===== src/rtl/flip_engine.sv =====
// flip_engine: move-update responder; walks the 8 directions one cell per clock and flips bracketed discs.
// Build macro FLIP_ENGINE_PROBE_EN adds i_probe: count legal flips without modifying the board.
module flip_engine #(
  parameter logic [1:0] EMPTY = 2'd2
) (
  input  logic         i_clk,
  input  logic         i_rst_n,
  input  logic         i_start,
  input  logic         i_color,
  input  logic [2:0]   i_row,
  input  logic [2:0]   i_col,
`ifdef FLIP_ENGINE_PROBE_EN
  input  logic         i_probe,
`endif
  input  logic [127:0] i_board,
  output logic [127:0] o_board,
  output logic [4:0]   o_flip,
  output logic         o_done,
  output logic         o_busy
);

  localparam int unsigned BOARD_W = 128;
  localparam int unsigned CRD_W   = 4;
  localparam int unsigned CNT_W   = 3;
  localparam int unsigned TOT_W   = 5;
  localparam int unsigned DIR_W   = 3;
  localparam int unsigned IDX_W   = 7;
  localparam int unsigned LAST_DIR = 7;

  typedef enum logic [2:0] {
    S_IDLE  = 3'd0,
    S_CHECK = 3'd1,
    S_SCAN  = 3'd2,
    S_FLIP  = 3'd3,
    S_DONE  = 3'd4
  } state_t;

  state_t              state_q, state_d;
  logic [BOARD_W-1:0]  work_q, work_d;
  logic [BOARD_W-1:0]  board_q, board_d;
  logic                color_q, color_d;
  logic [2:0]          row_q, row_d;
  logic [2:0]          col_q, col_d;
  logic [DIR_W-1:0]    dir_q, dir_d;
  logic [CRD_W-1:0]    cur_r_q, cur_r_d;
  logic [CRD_W-1:0]    cur_c_q, cur_c_d;
  logic [CNT_W-1:0]    cnt_q, cnt_d;
  logic [TOT_W-1:0]    total_q, total_d;
  logic [TOT_W-1:0]    flip_q, flip_d;
  logic                done_q, done_d;
  logic                busy_q, busy_d;

  logic                accept_c;
  logic                probe_c;
  logic                next_dir_c;
  logic [CRD_W-1:0]    tgt_r_c, tgt_c_c;
  logic [CRD_W-1:0]    dr_c, dc_c;
  logic [CRD_W-1:0]    ndr_c, ndc_c;
  logic [CRD_W-1:0]    d0r_c, d0c_c;
  logic [CRD_W-1:0]    back_r_c, back_c_c;
  logic [IDX_W-1:0]    scan_idx_c, back_idx_c, tgt_idx_c;
  logic [1:0]          cell_c, tgt_cell_c;
  logic                off_c;

  // Signed 4-bit row/col step for each direction, packed {dr, dc}.
  function automatic logic [2*CRD_W-1:0] dir_delta(input logic [DIR_W-1:0] dir);
    logic [2*CRD_W-1:0] d;
    case (dir)
      3'd0:    d = {4'hF, 4'h0};
      3'd1:    d = {4'hF, 4'h1};
      3'd2:    d = {4'h0, 4'h1};
      3'd3:    d = {4'h1, 4'h1};
      3'd4:    d = {4'h1, 4'h0};
      3'd5:    d = {4'h1, 4'hF};
      3'd6:    d = {4'h0, 4'hF};
      default: d = {4'hF, 4'hF};
    endcase
    return d;
  endfunction

  assign accept_c = (state_q == S_IDLE) && i_start && !busy_q;

`ifdef FLIP_ENGINE_PROBE_EN
  logic probe_q;
  always_ff @(posedge i_clk or negedge i_rst_n) begin
    if (!i_rst_n)      probe_q <= 1'b0;
    else if (accept_c) probe_q <= i_probe;
  end
  assign probe_c = probe_q;
`else
  assign probe_c = 1'b0;
`endif

  assign tgt_r_c            = {1'b0, row_q};
  assign tgt_c_c            = {1'b0, col_q};
  assign {dr_c, dc_c}       = dir_delta(dir_q);
  assign {ndr_c, ndc_c}     = dir_delta(dir_q + DIR_W'(1));
  assign {d0r_c, d0c_c}     = dir_delta(DIR_W'(0));
  assign back_r_c           = cur_r_q - dr_c;
  assign back_c_c           = cur_c_q - dc_c;
  // Coordinates leave 0..7 exactly when the 4-bit sign bit is set (-1 or 8).
  assign off_c              = cur_r_q[CRD_W-1] | cur_c_q[CRD_W-1];
  assign scan_idx_c         = {cur_r_q[2:0], cur_c_q[2:0], 1'b0};
  assign back_idx_c         = {back_r_c[2:0], back_c_c[2:0], 1'b0};
  assign tgt_idx_c          = {row_q, col_q, 1'b0};
  assign cell_c             = work_q[scan_idx_c +: 2];
  assign tgt_cell_c         = work_q[tgt_idx_c +: 2];

  // Next-state and datapath update.
  always_comb begin
    state_d    = state_q;
    work_d     = work_q;
    board_d    = board_q;
    color_d    = color_q;
    row_d      = row_q;
    col_d      = col_q;
    dir_d      = dir_q;
    cur_r_d    = cur_r_q;
    cur_c_d    = cur_c_q;
    cnt_d      = cnt_q;
    total_d    = total_q;
    flip_d     = flip_q;
    done_d     = 1'b0;
    busy_d     = busy_q & ~done_q;
    next_dir_c = 1'b0;

    case (state_q)
      S_IDLE: begin
        if (accept_c) begin
          work_d  = i_board;
          color_d = i_color;
          row_d   = i_row;
          col_d   = i_col;
          total_d = '0;
          busy_d  = 1'b1;
          state_d = S_CHECK;
        end
      end
      S_CHECK: begin
        if (!tgt_cell_c[1]) begin
          state_d = S_DONE;
        end else begin
          dir_d   = '0;
          cur_r_d = tgt_r_c + d0r_c;
          cur_c_d = tgt_c_c + d0c_c;
          cnt_d   = '0;
          state_d = S_SCAN;
        end
      end
      S_SCAN: begin
        if (off_c || cell_c[1]) begin
          next_dir_c = 1'b1;
        end else if (cell_c[0] != color_q) begin
          cnt_d   = cnt_q + CNT_W'(1);
          cur_r_d = cur_r_q + dr_c;
          cur_c_d = cur_c_q + dc_c;
        end else if (cnt_q == '0) begin
          next_dir_c = 1'b1;
        end else begin
          state_d = S_FLIP;
        end
      end
      S_FLIP: begin
        if ((back_r_c == tgt_r_c) && (back_c_c == tgt_c_c)) begin
          next_dir_c = 1'b1;
        end else begin
          cur_r_d = back_r_c;
          cur_c_d = back_c_c;
          total_d = total_q + TOT_W'(1);
          if (!probe_c) work_d[back_idx_c +: 2] = {1'b0, color_q};
        end
      end
      S_DONE: begin
        if ((total_q != '0) && !probe_c) work_d[tgt_idx_c +: 2] = {1'b0, color_q};
        board_d = work_d;
        flip_d  = total_q;
        done_d  = 1'b1;
        state_d = S_IDLE;
      end
      default: state_d = S_IDLE;
    endcase

    // Advance to the next direction, or finish after NW.
    if (next_dir_c) begin
      if (dir_q == DIR_W'(LAST_DIR)) begin
        state_d = S_DONE;
      end else begin
        dir_d   = dir_q + DIR_W'(1);
        cur_r_d = tgt_r_c + ndr_c;
        cur_c_d = tgt_c_c + ndc_c;
        cnt_d   = '0;
        state_d = S_SCAN;
      end
    end
  end

  always_ff @(posedge i_clk or negedge i_rst_n) begin
    if (!i_rst_n) begin
      state_q <= S_IDLE;
      work_q  <= {64{EMPTY}};
      board_q <= {64{EMPTY}};
      color_q <= 1'b0;
      row_q   <= '0;
      col_q   <= '0;
      dir_q   <= '0;
      cur_r_q <= '0;
      cur_c_q <= '0;
      cnt_q   <= '0;
      total_q <= '0;
      flip_q  <= '0;
      done_q  <= 1'b0;
      busy_q  <= 1'b0;
    end else begin
      state_q <= state_d;
      work_q  <= work_d;
      board_q <= board_d;
      color_q <= color_d;
      row_q   <= row_d;
      col_q   <= col_d;
      dir_q   <= dir_d;
      cur_r_q <= cur_r_d;
      cur_c_q <= cur_c_d;
      cnt_q   <= cnt_d;
      total_q <= total_d;
      flip_q  <= flip_d;
      done_q  <= done_d;
      busy_q  <= busy_d;
    end
  end

  assign o_board = board_q;
  assign o_flip  = flip_q;
  assign o_done  = done_q;
  assign o_busy  = busy_q;

endmodule


===== config.mk =====
export PLATFORM = sky130hd
export DESIGN_NAME = flip_engine
export DESIGN_NICKNAME = d
export VERILOG_FILES = /design/src/rtl/flip_engine.sv
export SDC_FILE = /design/constraint.sdc
export NUM_CORES = 1
export LEC_CHECK = 0
export CAP_MARGIN = 5
export CELL_PAD_IN_SITES_DETAIL_PLACEMENT = 0
export CELL_PAD_IN_SITES_GLOBAL_PLACEMENT = 2
export CORE_MARGIN = 8
export CORE_UTILIZATION = 30
export CTS_CLUSTER_DIAMETER = 100
export DETAILED_ROUTE_END_ITERATION = 7
export PLACE_DENSITY_LB_ADDON = 0.15
export REMOVE_ABC_BUFFERS = 1
export SLEW_MARGIN = 20
export SYNTH_ARGS = -nofsm -noshare
export SYNTH_HDL_FRONTEND = slang
export SYNTH_SLANG_ARGS = --single-unit
export TNS_END_PERCENT = 5

===== constraint.sdc =====
create_clock -name i_clk -period 3.88 [get_ports i_clk]
set_input_delay 0.582 -clock i_clk [delete_from_list [all_inputs] [get_ports i_clk]]
set_output_delay 0.582 -clock i_clk [all_outputs]
set_load 0.01 [all_outputs]

==> impl_metrics.toml, run 1 <==
[outcome]
status = "complete, but fails checks"
violations = "slew limit"

[yosys]
synth_flop_cell = "dfrtp_1"
ys_types = 87
synth_edf_count = 0
mappedNetlistArea_sq_um = 17600
yosysSeqAreaShare = 0.423
synth_fa_ha_area_frac = 0.0330
synth-simple-area-share = 0.194
avgSynthCellArea_sq_um = 8.77
synthMuxAreaShare = 0.0766
synthCells = 2013
ys_ff_latch = 292
synthTopCellsByCount = "nand2_1 (471), o21ai_0 (181), dfrtp_1 (164)"
async_reset_ff_frac = 1.00
synth_top_family_by_area = "compound AO/OA/AOI/OAI gates"
synth_top_cell_by_area = "dfrtp_1"
synthTopCellsByArea = "dfrtp_1 (23%), dfstp_2 (19%), nand2_1 (10%)"
synth_xor_xnor_area_share = 0.0158
synth_top_area_frac = 0.233
yosysMostFrequentCell = "nand2_1"
synth_compound_area_frac = 0.212
synth_warnings = 0

[setup_path]
crit_fanout = 15
cp_common_cell = "inv_1"
max_stage_delay_ps = 620
slowest_stage = "fa_2"
crit_chain = "inv_1, ha_1, nor3_2, a2bb2oi_2, inv_1, fa_2, inv_1, ha_2, nand3_1, and2_1, a21oi_1, or2_1, buf_12, nor3_1, o21ai_0, nand2_1, o21ai_1"
start_kind = "flop"
cp.required_ps = 4320
r2r-start = "dir_q[0]$_DFF_PN0_"
worstSetupPathType = "flop to flop"
crit_arrival_ps = 4200
cp-end-kind = "flop"
r2r_cells = 17
worst_r2r_endpoint = "work_q[104]$_DFFE_PN0P_"
reg2reg_slack_ps = 120

[floorplanning]
row_count = 89
die_y_microns = 259
core-area_sq_um = 58600
die_area_sq_um = 66800
io_pins = 273
start_util = 0.301
die_w_microns = 259

[clock_network]
cts_tree = "built"
cts-htree-levels = 2
clk_latency_ps = 570
cts_buffers = 39
clock-sinks = 292
cts.reportedPaths.clkPinSlew_ps = 60
clockBufferDepth = 3
root_buffer = "clkbuf_16"
ctsHoldBuffers = 0

[detailed_routing]
drtAntennaViolNets = 0
vias = 17500
dr.pass1.iters = 6
drt_iter0_drc = 1681
avgRoutedWirePerCell_microns = 27.3
vias_per_cell = 5.59
drc = 0
drt_wl_total_microns = 85500

[power_and_ir_drop]
powerDensity_nw_per_um2 = 304
peakVddDrop_mv = 0.300
leakagePower_uw = 0.0101

[global_routing]
antenna_found_initial = 0
grt_max_degree = 198
grt_overflow = 0
grt_pass1_vias = 18000
grt_pass1_wl_microns = 125000
grt_usage = 0.249

[sta]
min_period_ps = 3760
worstMarginPinSlew_ps = 1520
max_freq_mhz = 266
fin_skew_ps = 23.2
timing.final.hold_violations = 0
finalMaxSlewViolations = 57
fin_crit_sh = 0.969
setup_viol = 0
rsz0062_at_grt = "true"
slew_headroom = -0.0153
timing.final.ws_setup_ps = 121

[run]
maxCapViolations = 0

[worst_hold_path]
worstHoldPathType = "input port to asynchronous set/reset pin"

[finish]
fin_nets = 2508
syn_to_final_growth_pct = 34.0
num-fill-cells = 6015
utilization = 0.404
final_layout_size_suffix_gt1_frac = 0.191
antenna-diode-count = 0

[placed_design]
gp_congestion = 0.882
pre_cts_ws_ps = -231
port_buffers = 272
place_hpwl_microns = 62100
==> per-layer routing <==
metal	global-route usage	share of wire
met1	0.333	0.43
met2	0.399	0.47
met3	0.0459	0.068
met4	0.0917	0.036
met5	0	0
==> cells by family after synthesis <==
| kind of cell | after synthesis |
|---|---|
| muxes | 90 |
| adders and majority gates | 43 |
| xor gates and xnor gates | 31 |
| buffers and inverters | 185 |
| and+or+nand+nor | 795 |
| AOI/OAI and AO/OA | 577 |
| DFF | 292 |
==> worst max-delay path by stage <==
stage	cells past startpoint	start	to	slack [ps]
2_1_floorplan	6	state_q[1]$_DFFE_PN0P_	work_q[88]$_DFFE_PN0P_	-5860
6_report	17	dir_q[0]$_DFF_PN0_	work_q[104]$_DFFE_PN0P_	120
3_3_place_gp	16	dir_q[0]$_DFF_PN0_	work_q[8]$_DFFE_PN0P_	-190
5_1_grt	17	dir_q[0]$_DFF_PN0_	work_q[24]$_DFFE_PN0P_	-90
3_5_place_dp	15	dir_q[0]$_DFF_PN0_	work_q[96]$_DFFE_PN0P_	-230
4_1_cts	14	dir_q[0]$_DFF_PN0_	cur_c_q[2]$_DFF_PN0_	-30
==> cell usage in the layout (no fill, tap or decap), types with 8 or more instances in the layout <==
| cell type | synthesis | final |
|---|---|---|
| dfstp_2 | 128 | 128 |
| a21o_1 | 72 | 72 |
| ha_1 | 37 | 34 |
| a21boi_0 | 58 | 58 |
| nor3_1 | 31 | 28 |
| clkdlybuf4s50_1 | 0 | 271 |
| nand2_1 | 471 | 467 |
| clkbuf_16 | 0 | 40 |
| buf_12 | 1 | 21 |
| clkbuf_8 | 0 | 11 |
| xor2_1 | 13 | 12 |
| nand3_1 | 145 | 144 |
| and2_1 | 9 | 9 |
| nor2b_1 | 9 | 9 |
| o21ai_0 | 181 | 169 |
| mux2_2 | 8 | 8 |
| o21ai_1 | 44 | 52 |
| nand2b_1 | 8 | 8 |
| inv_1 | 36 | 36 |
| a221oi_1 | 63 | 53 |
| mux4_2 | 34 | 34 |
| xnor2_1 | 17 | 14 |
| and3_1 | 11 | 11 |
| dfrtp_1 | 164 | 161 |
| buf_4 | 5 | 118 |
| a221oi_2 | 0 | 10 |
| a21oi_1 | 82 | 81 |
| nor2_1 | 83 | 77 |
| mux2i_1 | 47 | 47 |
==> area by class of cell <==
type	instances	area [sq um]	share of cell area
Timing Repair Buffer	415	4080	0.173
Clock buffer	54	1150	0.0488
Clock inverter	18	224	0.00947
Multi-Input combinational cell	1536	9590	0.406
Inverter	43	161	0.00682
Sequential cell	292	7470	0.316
Tap cell	773	967	0.0409
==> power by group <==
| part | switching, uW | leakage [uW] | total [uW] | internal, uW |
|---|---|---|---|---|
| sequential | 0 | 0.00351 | 3050 | 3050 |
| clock | 1540 | 0.000679 | 3900 | 2360 |
| combinational | 109 | 0.00592 | 239 | 130 |
| total | 1650 | 0.0101 | 7190 | 5540 |
==> metrics by stage <==
stage	total power [uW]	hold WS (ps)	TNS, ps	cell area (sq um)	cells
finish	7190	27.8	0	23700	3131
floorplan	3100	286	-854070	17000	1871
global placement	3350	443	-3650	22100	3057
CTS	7270	37.3	-71.6	23500	3129
global route	7410	66.7	-1380	23700	3131
detailed placement	3350	448	-10050	22100	3057
==> critical path, delay by kind of cell, from the launching register on <==
kind | cells | cell delay (ps)
AOI/OAI and AO/OA | 4 | 520
DFF | 1 | 410
buffers and inverters | 4 | 480
adders and majority gates | 3 | 1100
and+or+nand+nor | 6 | 1130
==> registers in the layout (all words and copies together), names as in the netlist <==
| signal | count |
|---|---|
| cnt_q | 3 |
| col_q | 3 |
| color_q | 1 |
| cur_c_q | 4 |
| cur_r_q | 4 |
| dir_q | 3 |
| o_board | 128 |
| o_busy | 1 |
| o_done | 1 |
| o_flip | 5 |
| row_q | 3 |
| state_q | 3 |
| total_q | 5 |
| work_q | 128 |
==> what timing repair did <==
action | 4_1_cts | 5_1_grt
setup buffers | 0 | 2
setup endpoints to repair | 127 | 143
pin swaps | 2 | 3
gates resized for setup | 18 | 37
cloned | 0 | 0
Note: power is estimated with default switching activity, not from simulation.
==> inputs of run 2 (changes only) <==
--- a/config.mk
+++ b/config.mk
@@ -14,7 +14,6 @@
 export DETAILED_ROUTE_END_ITERATION = 7
 export PLACE_DENSITY_LB_ADDON = 0.15
 export REMOVE_ABC_BUFFERS = 1
-export SLEW_MARGIN = 20
 export SYNTH_ARGS = -nofsm -noshare
 export SYNTH_HDL_FRONTEND = slang
 export SYNTH_SLANG_ARGS = --single-unit
==> results of run 2 <==
The final DEF is identical to that of run 1; final timing and power are the same.
